$ cat src/rtl/core_mem_scheduler_if.sv
// Bundle of every requester, stall and memory-port signal around core_mem_scheduler.
// The slave modport is the scheduler's view; master is the core/memory side.
interface core_mem_scheduler_if #(
    parameter int AW = 32,
    parameter int DW = 32
);
    logic          i_clk_en;
    logic          o_stall;

    logic          i_lsu_req;
    logic          i_fetch_req;
    logic          i_debug_req;
    logic          i_lsu_we;
    logic          i_debug_we;
    logic [AW-1:0] i_lsu_addr;
    logic [AW-1:0] i_fetch_addr;
    logic [AW-1:0] i_debug_addr;
    logic [3:0]    i_lsu_byte_en;
    logic [3:0]    i_debug_byte_en;
    logic [DW-1:0] i_lsu_wdata;
    logic [DW-1:0] i_debug_wdata;

    logic          o_lsu_gnt;
    logic          o_fetch_gnt;
    logic          o_debug_gnt;
    logic          o_lsu_ack;
    logic          o_fetch_ack;
    logic          o_debug_ack;
    logic [DW-1:0] o_lsu_rdata;
    logic [DW-1:0] o_fetch_rdata;
    logic [DW-1:0] o_debug_rdata;
    logic          o_err;

    logic          o_mem_req;
    logic          o_mem_we;
    logic [AW-1:0] o_mem_addr;
    logic [3:0]    o_mem_byte_en;
    logic [DW-1:0] o_mem_wdata;
    logic          i_mem_ack;
    logic [DW-1:0] i_mem_rdata;

    modport slave (
        input  i_clk_en,
        input  i_lsu_req, i_fetch_req, i_debug_req,
        input  i_lsu_we, i_debug_we,
        input  i_lsu_addr, i_fetch_addr, i_debug_addr,
        input  i_lsu_byte_en, i_debug_byte_en,
        input  i_lsu_wdata, i_debug_wdata,
        input  i_mem_ack, i_mem_rdata,
        output o_stall,
        output o_lsu_gnt, o_fetch_gnt, o_debug_gnt,
        output o_lsu_ack, o_fetch_ack, o_debug_ack,
        output o_lsu_rdata, o_fetch_rdata, o_debug_rdata,
        output o_err,
        output o_mem_req, o_mem_we, o_mem_addr, o_mem_byte_en, o_mem_wdata
    );

    modport master (
        output i_clk_en,
        output i_lsu_req, i_fetch_req, i_debug_req,
        output i_lsu_we, i_debug_we,
        output i_lsu_addr, i_fetch_addr, i_debug_addr,
        output i_lsu_byte_en, i_debug_byte_en,
        output i_lsu_wdata, i_debug_wdata,
        output i_mem_ack, i_mem_rdata,
        input  o_stall,
        input  o_lsu_gnt, o_fetch_gnt, o_debug_gnt,
        input  o_lsu_ack, o_fetch_ack, o_debug_ack,
        input  o_lsu_rdata, o_fetch_rdata, o_debug_rdata,
        input  o_err,
        input  o_mem_req, o_mem_we, o_mem_addr, o_mem_byte_en, o_mem_wdata
    );
endinterface

$ cat src/rtl/core_mem_scheduler.sv
// Arbitrates LSU, fetch and debug onto one memory port with one outstanding
// transaction, fetch starvation protection and a hung-transaction timeout.
module core_mem_scheduler #(
    parameter int AW             = 32,
    parameter int DW             = 32,
    parameter int STARVE_LIMIT   = 4,
    parameter int TIMEOUT_CYCLES = 64
) (
    input  logic                 i_clk,
    input  logic                 i_rst,
    core_mem_scheduler_if.slave  bus
);
    localparam int NREQ = 3;
    localparam int TW   = (TIMEOUT_CYCLES > 1) ? $clog2(TIMEOUT_CYCLES) : 1;
    localparam logic [1:0] ID_LSU   = 2'd0;
    localparam logic [1:0] ID_FETCH = 2'd1;
    localparam logic [1:0] ID_DEBUG = 2'd2;

    typedef enum logic {IDLE = 1'b0, BUSY = 1'b1} state_t;

    state_t        state_reg;
    logic [1:0]    owner_reg;
    logic          mem_we_reg;
    logic [AW-1:0] mem_addr_reg;
    logic [3:0]    mem_be_reg;
    logic [DW-1:0] mem_wdata_reg;
    logic [3:0]    starve_reg;
    logic [TW-1:0] tmo_cnt_reg;
    logic          err_reg;

    logic          en;
    logic          idle_en;
    logic          force_fetch;
    logic          lsu_gnt;
    logic          fetch_gnt;
    logic          debug_gnt;
    logic          any_gnt;
    logic          tmo_expire;
    logic          done;
    logic          abort;

    logic [1:0]    win_id;
    logic          win_we;
    logic [AW-1:0] win_addr;
    logic [3:0]    win_be;
    logic [DW-1:0] win_wdata;

    logic [NREQ-1:0] ack_vec;
    logic [DW-1:0]   rdata_vec [NREQ];

    assign en          = bus.i_clk_en;
    assign idle_en     = (state_reg == IDLE) && en;
    assign force_fetch = (starve_reg == 4'(STARVE_LIMIT)) && bus.i_fetch_req;

    assign lsu_gnt   = idle_en && bus.i_lsu_req && !force_fetch;
    assign fetch_gnt = idle_en && bus.i_fetch_req && (!bus.i_lsu_req || force_fetch);
    assign debug_gnt = idle_en && bus.i_debug_req && !bus.i_lsu_req && !bus.i_fetch_req;
    assign any_gnt   = lsu_gnt || fetch_gnt || debug_gnt;

    generate
        if (TIMEOUT_CYCLES > 0) begin : g_tmo
            assign tmo_expire = (tmo_cnt_reg == TW'(TIMEOUT_CYCLES - 1));
        end else begin : g_no_tmo
            assign tmo_expire = 1'b0;
        end
    endgenerate

    // A memory ack on the expiry edge takes precedence over the abort.
    assign done  = (state_reg == BUSY) && en && bus.i_mem_ack;
    assign abort = (state_reg == BUSY) && en && !bus.i_mem_ack && tmo_expire;

    always_comb begin
        win_id    = ID_LSU;
        win_we    = bus.i_lsu_we;
        win_addr  = bus.i_lsu_addr;
        win_be    = bus.i_lsu_byte_en;
        win_wdata = bus.i_lsu_wdata;
        if (fetch_gnt) begin
            win_id    = ID_FETCH;
            win_we    = 1'b0;
            win_addr  = bus.i_fetch_addr;
            win_be    = 4'hF;
            win_wdata = '0;
        end else if (debug_gnt) begin
            win_id    = ID_DEBUG;
            win_we    = bus.i_debug_we;
            win_addr  = bus.i_debug_addr;
            win_be    = bus.i_debug_byte_en;
            win_wdata = bus.i_debug_wdata;
        end
        if (!win_we) begin
            win_be = 4'hF;
        end
    end

    always_ff @(posedge i_clk or posedge i_rst) begin
        if (i_rst) begin
            state_reg     <= IDLE;
            owner_reg     <= ID_LSU;
            mem_we_reg    <= 1'b0;
            mem_addr_reg  <= '0;
            mem_be_reg    <= '0;
            mem_wdata_reg <= '0;
            starve_reg    <= '0;
            tmo_cnt_reg   <= '0;
            err_reg       <= 1'b0;
        end else if (en) begin
            err_reg <= abort;
            case (state_reg)
                IDLE: begin
                    if (any_gnt) begin
                        state_reg     <= BUSY;
                        owner_reg     <= win_id;
                        mem_we_reg    <= win_we;
                        mem_addr_reg  <= win_addr;
                        mem_be_reg    <= win_be;
                        mem_wdata_reg <= win_wdata;
                        tmo_cnt_reg   <= '0;
                        // Only LSU wins over a waiting fetch advance the count.
                        if (lsu_gnt && bus.i_fetch_req) begin
                            if (starve_reg != 4'(STARVE_LIMIT)) begin
                                starve_reg <= starve_reg + 4'd1;
                            end
                        end else begin
                            starve_reg <= '0;
                        end
                    end
                end
                BUSY: begin
                    if (bus.i_mem_ack || tmo_expire) begin
                        state_reg <= IDLE;
                    end else begin
                        tmo_cnt_reg <= tmo_cnt_reg + TW'(1);
                    end
                end
                default: state_reg <= IDLE;
            endcase
        end
    end

    // Per-requester completion pulse and read-data holding register.
    genvar gi;
    generate
        for (gi = 0; gi < NREQ; gi++) begin : g_req
            logic          ack_reg;
            logic [DW-1:0] rdata_reg;
            logic          mine;

            assign mine = (owner_reg == 2'(gi));

            always_ff @(posedge i_clk or posedge i_rst) begin
                if (i_rst) begin
                    ack_reg   <= 1'b0;
                    rdata_reg <= '0;
                end else if (en) begin
                    ack_reg <= (done || abort) && mine;
                    if (mine && abort) begin
                        rdata_reg <= '0;
                    end else if (mine && done && !mem_we_reg) begin
                        rdata_reg <= bus.i_mem_rdata;
                    end
                end
            end

            assign ack_vec[gi]   = ack_reg;
            assign rdata_vec[gi] = rdata_reg;
        end
    endgenerate

    assign bus.o_lsu_gnt     = lsu_gnt;
    assign bus.o_fetch_gnt   = fetch_gnt;
    assign bus.o_debug_gnt   = debug_gnt;
    assign bus.o_lsu_ack     = ack_vec[ID_LSU];
    assign bus.o_fetch_ack   = ack_vec[ID_FETCH];
    assign bus.o_debug_ack   = ack_vec[ID_DEBUG];
    assign bus.o_lsu_rdata   = rdata_vec[ID_LSU];
    assign bus.o_fetch_rdata = rdata_vec[ID_FETCH];
    assign bus.o_debug_rdata = rdata_vec[ID_DEBUG];
    assign bus.o_err         = err_reg;

    assign bus.o_mem_req     = (state_reg == BUSY);
    assign bus.o_mem_we      = mem_we_reg;
    assign bus.o_mem_addr    = mem_addr_reg;
    assign bus.o_mem_byte_en = mem_be_reg;
    assign bus.o_mem_wdata   = mem_wdata_reg;

    // Debug traffic deliberately never stalls the pipeline.
    assign bus.o_stall = (state_reg == BUSY)
                       || (bus.i_lsu_req && !lsu_gnt)
                       || (bus.i_fetch_req && !fetch_gnt);
endmodule

$ cat src/flat_wrapper.sv
// flat-port wrapper written by rule: the top's interface ports become plain ports
module core_mem_scheduler_flat 
#(
    parameter int AW             = 32,
    parameter int DW             = 32,
    parameter int STARVE_LIMIT   = 4,
    parameter int TIMEOUT_CYCLES = 64
)
  (i_clk, i_rst, bus_i_clk_en, bus_i_lsu_req, bus_i_fetch_req, bus_i_debug_req, bus_i_lsu_we, bus_i_debug_we, bus_i_lsu_addr, bus_i_fetch_addr, bus_i_debug_addr, bus_i_lsu_byte_en, bus_i_debug_byte_en, bus_i_lsu_wdata, bus_i_debug_wdata, bus_i_mem_ack, bus_i_mem_rdata, bus_o_stall, bus_o_lsu_gnt, bus_o_fetch_gnt, bus_o_debug_gnt, bus_o_lsu_ack, bus_o_fetch_ack, bus_o_debug_ack, bus_o_lsu_rdata, bus_o_fetch_rdata, bus_o_debug_rdata, bus_o_err, bus_o_mem_req, bus_o_mem_we, bus_o_mem_addr, bus_o_mem_byte_en, bus_o_mem_wdata);
  core_mem_scheduler_if #(.AW(AW), .DW(DW)) bus_i ();
  input  logic i_clk;
  input  logic i_rst;
  input wire logic [$bits(bus_i.i_clk_en)-1:0] bus_i_clk_en;
  input wire logic [$bits(bus_i.i_lsu_req)-1:0] bus_i_lsu_req;
  input wire logic [$bits(bus_i.i_fetch_req)-1:0] bus_i_fetch_req;
  input wire logic [$bits(bus_i.i_debug_req)-1:0] bus_i_debug_req;
  input wire logic [$bits(bus_i.i_lsu_we)-1:0] bus_i_lsu_we;
  input wire logic [$bits(bus_i.i_debug_we)-1:0] bus_i_debug_we;
  input wire logic [$bits(bus_i.i_lsu_addr)-1:0] bus_i_lsu_addr;
  input wire logic [$bits(bus_i.i_fetch_addr)-1:0] bus_i_fetch_addr;
  input wire logic [$bits(bus_i.i_debug_addr)-1:0] bus_i_debug_addr;
  input wire logic [$bits(bus_i.i_lsu_byte_en)-1:0] bus_i_lsu_byte_en;
  input wire logic [$bits(bus_i.i_debug_byte_en)-1:0] bus_i_debug_byte_en;
  input wire logic [$bits(bus_i.i_lsu_wdata)-1:0] bus_i_lsu_wdata;
  input wire logic [$bits(bus_i.i_debug_wdata)-1:0] bus_i_debug_wdata;
  input wire logic [$bits(bus_i.i_mem_ack)-1:0] bus_i_mem_ack;
  input wire logic [$bits(bus_i.i_mem_rdata)-1:0] bus_i_mem_rdata;
  output wire logic [$bits(bus_i.o_stall)-1:0] bus_o_stall;
  output wire logic [$bits(bus_i.o_lsu_gnt)-1:0] bus_o_lsu_gnt;
  output wire logic [$bits(bus_i.o_fetch_gnt)-1:0] bus_o_fetch_gnt;
  output wire logic [$bits(bus_i.o_debug_gnt)-1:0] bus_o_debug_gnt;
  output wire logic [$bits(bus_i.o_lsu_ack)-1:0] bus_o_lsu_ack;
  output wire logic [$bits(bus_i.o_fetch_ack)-1:0] bus_o_fetch_ack;
  output wire logic [$bits(bus_i.o_debug_ack)-1:0] bus_o_debug_ack;
  output wire logic [$bits(bus_i.o_lsu_rdata)-1:0] bus_o_lsu_rdata;
  output wire logic [$bits(bus_i.o_fetch_rdata)-1:0] bus_o_fetch_rdata;
  output wire logic [$bits(bus_i.o_debug_rdata)-1:0] bus_o_debug_rdata;
  output wire logic [$bits(bus_i.o_err)-1:0] bus_o_err;
  output wire logic [$bits(bus_i.o_mem_req)-1:0] bus_o_mem_req;
  output wire logic [$bits(bus_i.o_mem_we)-1:0] bus_o_mem_we;
  output wire logic [$bits(bus_i.o_mem_addr)-1:0] bus_o_mem_addr;
  output wire logic [$bits(bus_i.o_mem_byte_en)-1:0] bus_o_mem_byte_en;
  output wire logic [$bits(bus_i.o_mem_wdata)-1:0] bus_o_mem_wdata;
  assign bus_i.i_clk_en = bus_i_clk_en;
  assign bus_i.i_lsu_req = bus_i_lsu_req;
  assign bus_i.i_fetch_req = bus_i_fetch_req;
  assign bus_i.i_debug_req = bus_i_debug_req;
  assign bus_i.i_lsu_we = bus_i_lsu_we;
  assign bus_i.i_debug_we = bus_i_debug_we;
  assign bus_i.i_lsu_addr = bus_i_lsu_addr;
  assign bus_i.i_fetch_addr = bus_i_fetch_addr;
  assign bus_i.i_debug_addr = bus_i_debug_addr;
  assign bus_i.i_lsu_byte_en = bus_i_lsu_byte_en;
  assign bus_i.i_debug_byte_en = bus_i_debug_byte_en;
  assign bus_i.i_lsu_wdata = bus_i_lsu_wdata;
  assign bus_i.i_debug_wdata = bus_i_debug_wdata;
  assign bus_i.i_mem_ack = bus_i_mem_ack;
  assign bus_i.i_mem_rdata = bus_i_mem_rdata;
  assign bus_o_stall = bus_i.o_stall;
  assign bus_o_lsu_gnt = bus_i.o_lsu_gnt;
  assign bus_o_fetch_gnt = bus_i.o_fetch_gnt;
  assign bus_o_debug_gnt = bus_i.o_debug_gnt;
  assign bus_o_lsu_ack = bus_i.o_lsu_ack;
  assign bus_o_fetch_ack = bus_i.o_fetch_ack;
  assign bus_o_debug_ack = bus_i.o_debug_ack;
  assign bus_o_lsu_rdata = bus_i.o_lsu_rdata;
  assign bus_o_fetch_rdata = bus_i.o_fetch_rdata;
  assign bus_o_debug_rdata = bus_i.o_debug_rdata;
  assign bus_o_err = bus_i.o_err;
  assign bus_o_mem_req = bus_i.o_mem_req;
  assign bus_o_mem_we = bus_i.o_mem_we;
  assign bus_o_mem_addr = bus_i.o_mem_addr;
  assign bus_o_mem_byte_en = bus_i.o_mem_byte_en;
  assign bus_o_mem_wdata = bus_i.o_mem_wdata;
  core_mem_scheduler #(.AW(AW), .DW(DW), .STARVE_LIMIT(STARVE_LIMIT), .TIMEOUT_CYCLES(TIMEOUT_CYCLES)) u_core (.i_clk(i_clk), .i_rst(i_rst), .bus(bus_i));
endmodule
$ cat config.mk
export PLATFORM = sky130hd
export DESIGN_NAME = core_mem_scheduler_flat
export DESIGN_NICKNAME = d
export VERILOG_FILES = /design/src/rtl/core_mem_scheduler_if.sv /design/src/rtl/core_mem_scheduler.sv /design/src/flat_wrapper.sv
export SDC_FILE = /design/constraint.sdc
export NUM_CORES = 1
export LEC_CHECK = 0
export CAP_MARGIN = 20
export CORE_AREA = 2 2 151 153
export CTS_BUF_LIST = sky130_fd_sc_hd__clkbuf_2 sky130_fd_sc_hd__clkbuf_4 sky130_fd_sc_hd__clkbuf_8
export CTS_CLUSTER_DIAMETER = 100
export CTS_CLUSTER_SIZE = 16
export DETAILED_ROUTE_END_ITERATION = 8
export DIE_AREA = 0 0 153 155
export GPL_ROUTABILITY_DRIVEN = 0
export HOLD_SLACK_MARGIN = 0.02
export MAX_ROUTING_LAYER = met4
export PLACE_DENSITY = 0.74
export SYNTH_ARGS = -nofsm -noshare
export SYNTH_HDL_FRONTEND = slang
export SYNTH_SLANG_ARGS = --single-unit
export TNS_END_PERCENT = 20
$ cat constraint.sdc
create_clock -name i_clk -period 6.35 [get_ports i_clk]
set_input_delay 1.5875 -clock i_clk [delete_from_list [all_inputs] [get_ports i_clk]]
set_output_delay 1.5875 -clock i_clk [all_outputs]
set_load 0.01 [all_outputs]
==> results of run 1 <==
==> worst min-delay path: stages (launching register included) <==
cell     delay [ns]
dfrtp_1        0.36
nand2_1        0.05
o21ai_0        0.06
==> cells by family (layout without fill, tap and decap cells) <==
family,after synthesis,after routing,synth area share
AOI/OAI and AO/OA,224,224,0.226
xor gates and xnor gates,3,3,0.00339
adders and majority gates,3,3,0.00485
buffers and inverters,68,441,0.0396
DFF,182,182,0.588
muxes,64,64,0.0828
other,0,3,0
and+or+nand+nor,84,84,0.0554
==> cells in the mapped netlist, types with 3 or more instances <==
master / number / area (um^2)
inv_1: 13 / 48.8
o21ai_0: 17 / 85.1
a32o_1: 96 / 961
nand3_1: 8 / 40.0
nand2_1: 39 / 146
clkbuf_1: 21 / 78.8
xnor2_1: 3 / 26.3
ha_1: 3 / 37.5
buf_2: 26 / 130
a22oi_1: 32 / 240
buf_1: 3 / 11.3
nor3_1: 3 / 15.0
mux2i_1: 64 / 641
o22ai_1: 5 / 31.3
dfrtp_1: 182 / 4550
o21ai_1: 52 / 260
o211ai_1: 3 / 22.5
buf_4: 5 / 37.5
a21oi_1: 3 / 15.0
nor2_1: 15 / 56.3
o2bb2ai_1: 3 / 26.3
==> power breakdown <==
group          switching [W]  leakage, nW  internal, W
clock               0.000480        0.207     0.000335
sequential          0.000256         2.32      0.00160
combinational       0.000792         2.81      0.00116
total                0.00153         5.34      0.00310
==> layout make-up <==
type | count | area, um^2 | area share
diodes | 3 | 7.51 | 0.000613
clock buffers | 17 | 234 | 0.0191
clock inverters | 15 | 180 | 0.0147
inverters | 13 | 52.6 | 0.00429
multi-input cells | 378 | 2930 | 0.239
flip-flops and latches | 182 | 4550 | 0.372
well taps | 285 | 357 | 0.0291
repair buffers | 396 | 3940 | 0.322
==> per-layer routing <==
layer | up-vias | GRT usage
met5 | - | -
met4 | 0 | 0.0882
met3 | 38 | 0.0666
met2 | 328 | 0.358
met1 | 3345 | 0.251
li1 | 3139 | -
==> worst max path at each step <==
stage	startpoint	to	slack (ns)	cells past startpoint
3_5_place_dp	bus_i_clk_en	bus_o_debug_gnt	1.23	5
5_1_grt	bus_i_clk_en	bus_o_debug_gnt	1.16	5
2_1_floorplan	bus_i_lsu_req	bus_o_debug_gnt	2.32	6
6_report	bus_i_clk_en	bus_o_debug_gnt	1.27	5
3_3_place_gp	bus_i_clk_en	bus_o_debug_gnt	1.27	5
4_1_cts	bus_i_clk_en	bus_o_debug_gnt	1.23	5
==> through the flow <==
step	utilization	instances	area, um^2	total power, W
floorplan	-	628	7740	0.00263
global placement	0.532	1254	11800	0.00381
detailed placement	0.532	1254	11800	0.00386
CTS	0.551	1286	12200	0.00468
global route	0.551	1289	12300	0.00489
finish	0.551	1289	12300	0.00462
==> run_results.csv, run 1 <==
group,metric,value,unit
detailed_routing,drtIter0Drc,352,
worst_setup_path,crit_buf_inv,3,
cts,clk_latency,0.47,ns
sta,worst-slew-pin-transition,1.01,ns
synth,synth-main-ff-cell,"dfrtp_1",
place,pre_cts_slack,1.23,ns
cells_and_area,layout-drive-gt1-share,0.0609,
cells_and_area,final.fill_count,1958,
run_status,outcome,"complete, but fails checks",
synth,synthCells,628,
sta,fin_crit,5.08,ns
grt,grt_pass1_wl,39100,um
synth,async_flop_share,1.00,
die,core_region_area,0.0222,mm^2
cts,cts_buffer_depth,2,
sta,fin_skew,0.0221,ns
worst_setup_path,critPathMaxFanout,10,
cells_and_area,final_cell_mix,"clkdlybuf4s50_1 (382), dfrtp_1 (182), a32o_1 (96)",
cts,postCtsHoldBufs,0,
min_path,min_to,"u_core.bus.o_mem_wdata[18]$_DFFE_PP0P_",
worst_setup_path,worstSetupPathType,"input port to primary output",
die,dieArea,0.0237,mm^2
power,peakVddDrop,128,uV
sta,tns,0,ns
sta,timing.hold.ws,0.494,ns
worst_setup_path,r2r_slack,4.03,ns
synth,syn_nets,840,
detailed_routing,vias,6850,
worst_setup_path,start_kind,"input port",
worst_setup_path,r2r-start,"u_core.bus.o_mem_req$_DFFE_PP0P_",
synth,yosys_warnings,0,
sta,setup_viol,0,
grt,grt.overflow.total,0,
cts,post_cts_buffers,0,
place,dpl.hpwl,18700,um
grt,antenna_found_initial,3,
sta,slew_headroom,0.326,
run_status,violations,"DRC",
die,die-height,155,um
power,p_leak,5.34,nW
cts,cts.sink_count,182,
die,die_x,153,um
cts,ctsResizeCount,0,
synth,netlist_area,0.00774,mm^2
worst_setup_path,crit_chain,"clkdlybuf4s50_1 -> and2b_1 -> nand3_4 -> inv_1 -> clkdlybuf4s50_1",
sta,final_max_slew_viol_count,0,
flow_run,drv_cap,0,
detailed_routing,vias_per_cell,5.31,
worst_setup_path,end_kind,"primary output",
worst_setup_path,r2r_cells,5,
synth,synth_edf_count,0,
detailed_routing,drc,5,
detailed_routing,wl_met1,9770,um
die,rows,55,
cts,cts_root_buf,"clkbuf_8",
sta,fmax,0.197,GHz
worst_setup_path,crit_path_frequent_cell,"clkdlybuf4s50_1",
worst_setup_path,worstPathRequired,4.76,ns
grt,grt_max_degree,87,
cells_and_area,final_common_cell,"clkdlybuf4s50_1",
worst_setup_path,crit_family,"buffers and inverters",
synth,yosysUniqueCellTypes,47,
detailed_routing,routed-wl-met3,2150,um
place,numPortBuffers,382,
detailed_routing,met2WireLength,13000,um
detailed_routing,wl,25700,um
power,power.density,377,mW/mm^2
detailed_routing,first_pass_iters,8,
synth,avgSynthCellArea,12.3,um^2
die,io_pins,383,
detailed_routing,ant_nets,0,
grt,grt_usage,0.218,
synth,ys_seq_area_frac,0.588,
cells_and_area,nNetsFinal,1200,
worst_setup_path,cpMaxStageDelayCell,"clkdlybuf4s50_1",
cts,cts_buffers,17,
detailed_routing,top_layer,"met4",
worst_setup_path,critical_path_arrival,3.49,ns
sta,rsz0062_at_grt,"false",
min_path,hold_start,"u_core.bus.o_mem_wdata[18]$_DFFE_PP0P_",
cts,cts_htree_levels,4,
sta,finalCritPeriodShare,0.799,
synth,ys_ff_latch,182,
grt,grt_pass1_vias,6725,
cells_and_area,synthToLayoutAreaGrowth,58.3,%
die,start_util,0.348,
sta,hold_viol,0,
worst_setup_path,r2r-end,"u_core.bus.o_mem_addr[11]$_DFFE_PP0P_",
min_path,whs_path_depth,2,
sta,setup_ws,1.27,ns
cts,cts_tree,"yes",
cts,path_clk_slew,0.11,ns
worst_setup_path,max_stage_delay,0.63,ns
min_path,hold_path.class,"flop to flop",
detailed_routing,wl_per_cell,20.0,um
No activity file was read; power rests on OpenSTA's default activity.
==> run 2, diff against run 1 <==
clock period = 4.62 ns   (was 6.35 ns; I/O delays follow)
==> run_results.csv, run 2 (synthesized netlist as in run 1, its figures left out) <==
group,metric,value,unit
power,power_frac_seq,0.396,
detailed_routing,drc,0,
cells_and_area,final_cells,1290,
grt,grt_usage,0.221,
die,dieArea,0.0237,mm^2
worst_setup_path,r2r-end,"u_core.bus.o_mem_addr[7]$_DFFE_PP0P_",
detailed_routing,top_layer,"met4",
sta,setup_ws,0.373,ns
cts,cts_buffers,17,
worst_setup_path,r2r-start,"u_core.bus.o_mem_req$_DFFE_PP0P_",
min_path,hold_start,"u_core.bus.o_mem_wdata[23]$_DFFE_PP0P_",
cts,postCtsHoldBufs,0,
power,p_switching,0.00207,W
die,die_x,153,um
sta,fin_crit,4.25,ns
detailed_routing,drtIter0Drc,304,
worst_setup_path,r2r_cells,5,
die,core_region_area,0.0222,mm^2
run_status,outcome,"finished, final reports clean",
cts,ctsResizeCount,0,
cells_and_area,layout-drive-gt1-share,0.0628,
place,pre_cts_slack,0.348,ns
cts,path_clk_slew,0.10,ns
power,switching_share,0.321,
detailed_routing,met2WireLength,13300,um
detailed_routing,wl_met1,10200,um
sta,slew_headroom,0.338,
sta,fmax,0.235,GHz
die,die-height,155,um
worst_setup_path,critical_path_arrival,3.09,ns
power,pwr-share-clk,0.186,
detailed_routing,vias_per_cell,5.30,
cells_and_area,nNetsFinal,1202,
cells_and_area,final_common_cell,"clkdlybuf4s50_1",
sta,rsz0062_at_grt,"false",
die,io_pins,383,
cts,cts_htree_levels,4,
cts,cts.sink_count,182,
grt,grt_pass1_vias,6945,
detailed_routing,vias,6836,
cts,post_cts_buffers,0,
die,start_util,0.348,
min_path,hold_path.class,"flop to flop",
cells_and_area,synthToLayoutAreaGrowth,59.1,%
worst_setup_path,critPathLaunch,"bus_i_clk_en",
cts,clk_latency,0.46,ns
worst_setup_path,r2r_slack,2.22,ns
grt,grt_pass1_wl,39800,um
power,p_int,0.00438,W
sta,final_max_slew_viol_count,0,
grt,grt_max_degree,97,
cts,cts_root_buf,"clkbuf_8",
sta,tns,0,ns
detailed_routing,wl_per_cell,20.3,um
detailed_routing,routed-wl-met3,2070,um
die,rows,55,
worst_setup_path,worstPathRequired,3.46,ns
flow_run,drv_cap,0,
worst_setup_path,worstSetupPathType,"input port to primary output",
power,p_leak,5.37,nW
min_path,min_to,"u_core.bus.o_mem_wdata[23]$_DFFE_PP0P_",
place,dp.cells,1256,
sta,worst-slew-pin-transition,0.994,ns
power,combPwrFrac,0.418,
detailed_routing,wl,26100,um
place,numPortBuffers,382,
power,peakVddDrop,195,uV
worst_setup_path,end_kind,"primary output",
cells_and_area,final_cell_mix,"clkdlybuf4s50_1 (382), dfrtp_1 (182), a32o_1 (96)",
min_path,whs_path_depth,2,
worst_setup_path,start_kind,"input port",
sta,setup_viol,0,
worst_setup_path,critPathMaxFanout,11,
grt,antenna_found_initial,2,
sta,finalCritPeriodShare,0.919,
detailed_routing,first_pass_iters,4,
sta,fin_skew,0.0164,ns
sta,hold_viol,0,
detailed_routing,ant_nets,0,
place,dpl.hpwl,18900,um
cts,cts_buffer_depth,2,
cells_and_area,final.fill_count,1936,
grt,grt.overflow.total,0,
cts,cts_tree,"yes",
power,power.density,524,mW/mm^2
-- run 2: changes by cell type in the layout (fill, tap and decap cells not counted), sizes merged --
cell / previous run / this run
clkinvlp: 2 / 3
clkinv: 6 / 3
bufinv: 1 / 3
buf: 14 / 16
diode: 3 / 2
clkbuf: 17 / 19
inv: 19 / 17
-- run 2: worst max path at each step --
stage	to	slack [ns]
global placement	bus_o_debug_gnt	0.40
detailed placement	bus_o_debug_gnt	0.35
finish	bus_o_debug_gnt	0.37
floorplan	u_core.bus.o_debug_ack$_DFFE_PP0P_	1.13
CTS	bus_o_debug_gnt	0.34
global route	bus_o_debug_gnt	0.28
-- run 2: layer usage --
layer | global-route usage | vias to the layer above
met2 | 0.376 | 322
met1 | 0.255 | 3344
met4 | 0.0750 | 0
met3 | 0.0593 | 28
met5 | - | -
li1 | - | 3142
-- run 2: power by group through the flow --
stage               clock (W)  sequential, W  combinational (W)
finish                0.00120        0.00256            0.00270
global route          0.00130        0.00264            0.00287
CTS                   0.00123        0.00256            0.00273
detailed placement          0        0.00259            0.00273
global placement            0        0.00256            0.00268
floorplan                   0        0.00284           0.000773
-- run 2: critical path, stage by stage --
cell and delay [ns]:
clkdlybuf4s50_1 0.64, and2b_1 0.31, nand3_4 0.25, inv_1 0.16, clkdlybuf4s50_1 0.57
-- run 2: cell type report --
type                    instances  area, um^2  share of cell area
flip-flops and latches        182        4550               0.370
repair buffers                398        3980               0.323
clock buffers                  19         255              0.0207
clock inverters                13         188              0.0152
diodes                          2        5.00            0.000406
well taps                     285         357              0.0289
multi-input cells             378        2930               0.237
inverters                      13        52.6             0.00427
-- run 2: through the flow --
stage | instance area, um^2 | util | total power [W] | hold WS, ns
after floorplan | 7740 | - | 0.00361 | 0.490
after global placement | 11900 | 0.534 | 0.00524 | 0.462
after detailed placement | 11900 | 0.534 | 0.00532 | 0.471
after CTS | 12300 | 0.554 | 0.00652 | 0.494
after global routing | 12300 | 0.554 | 0.00681 | 0.508
final | 12300 | 0.554 | 0.00645 | 0.488
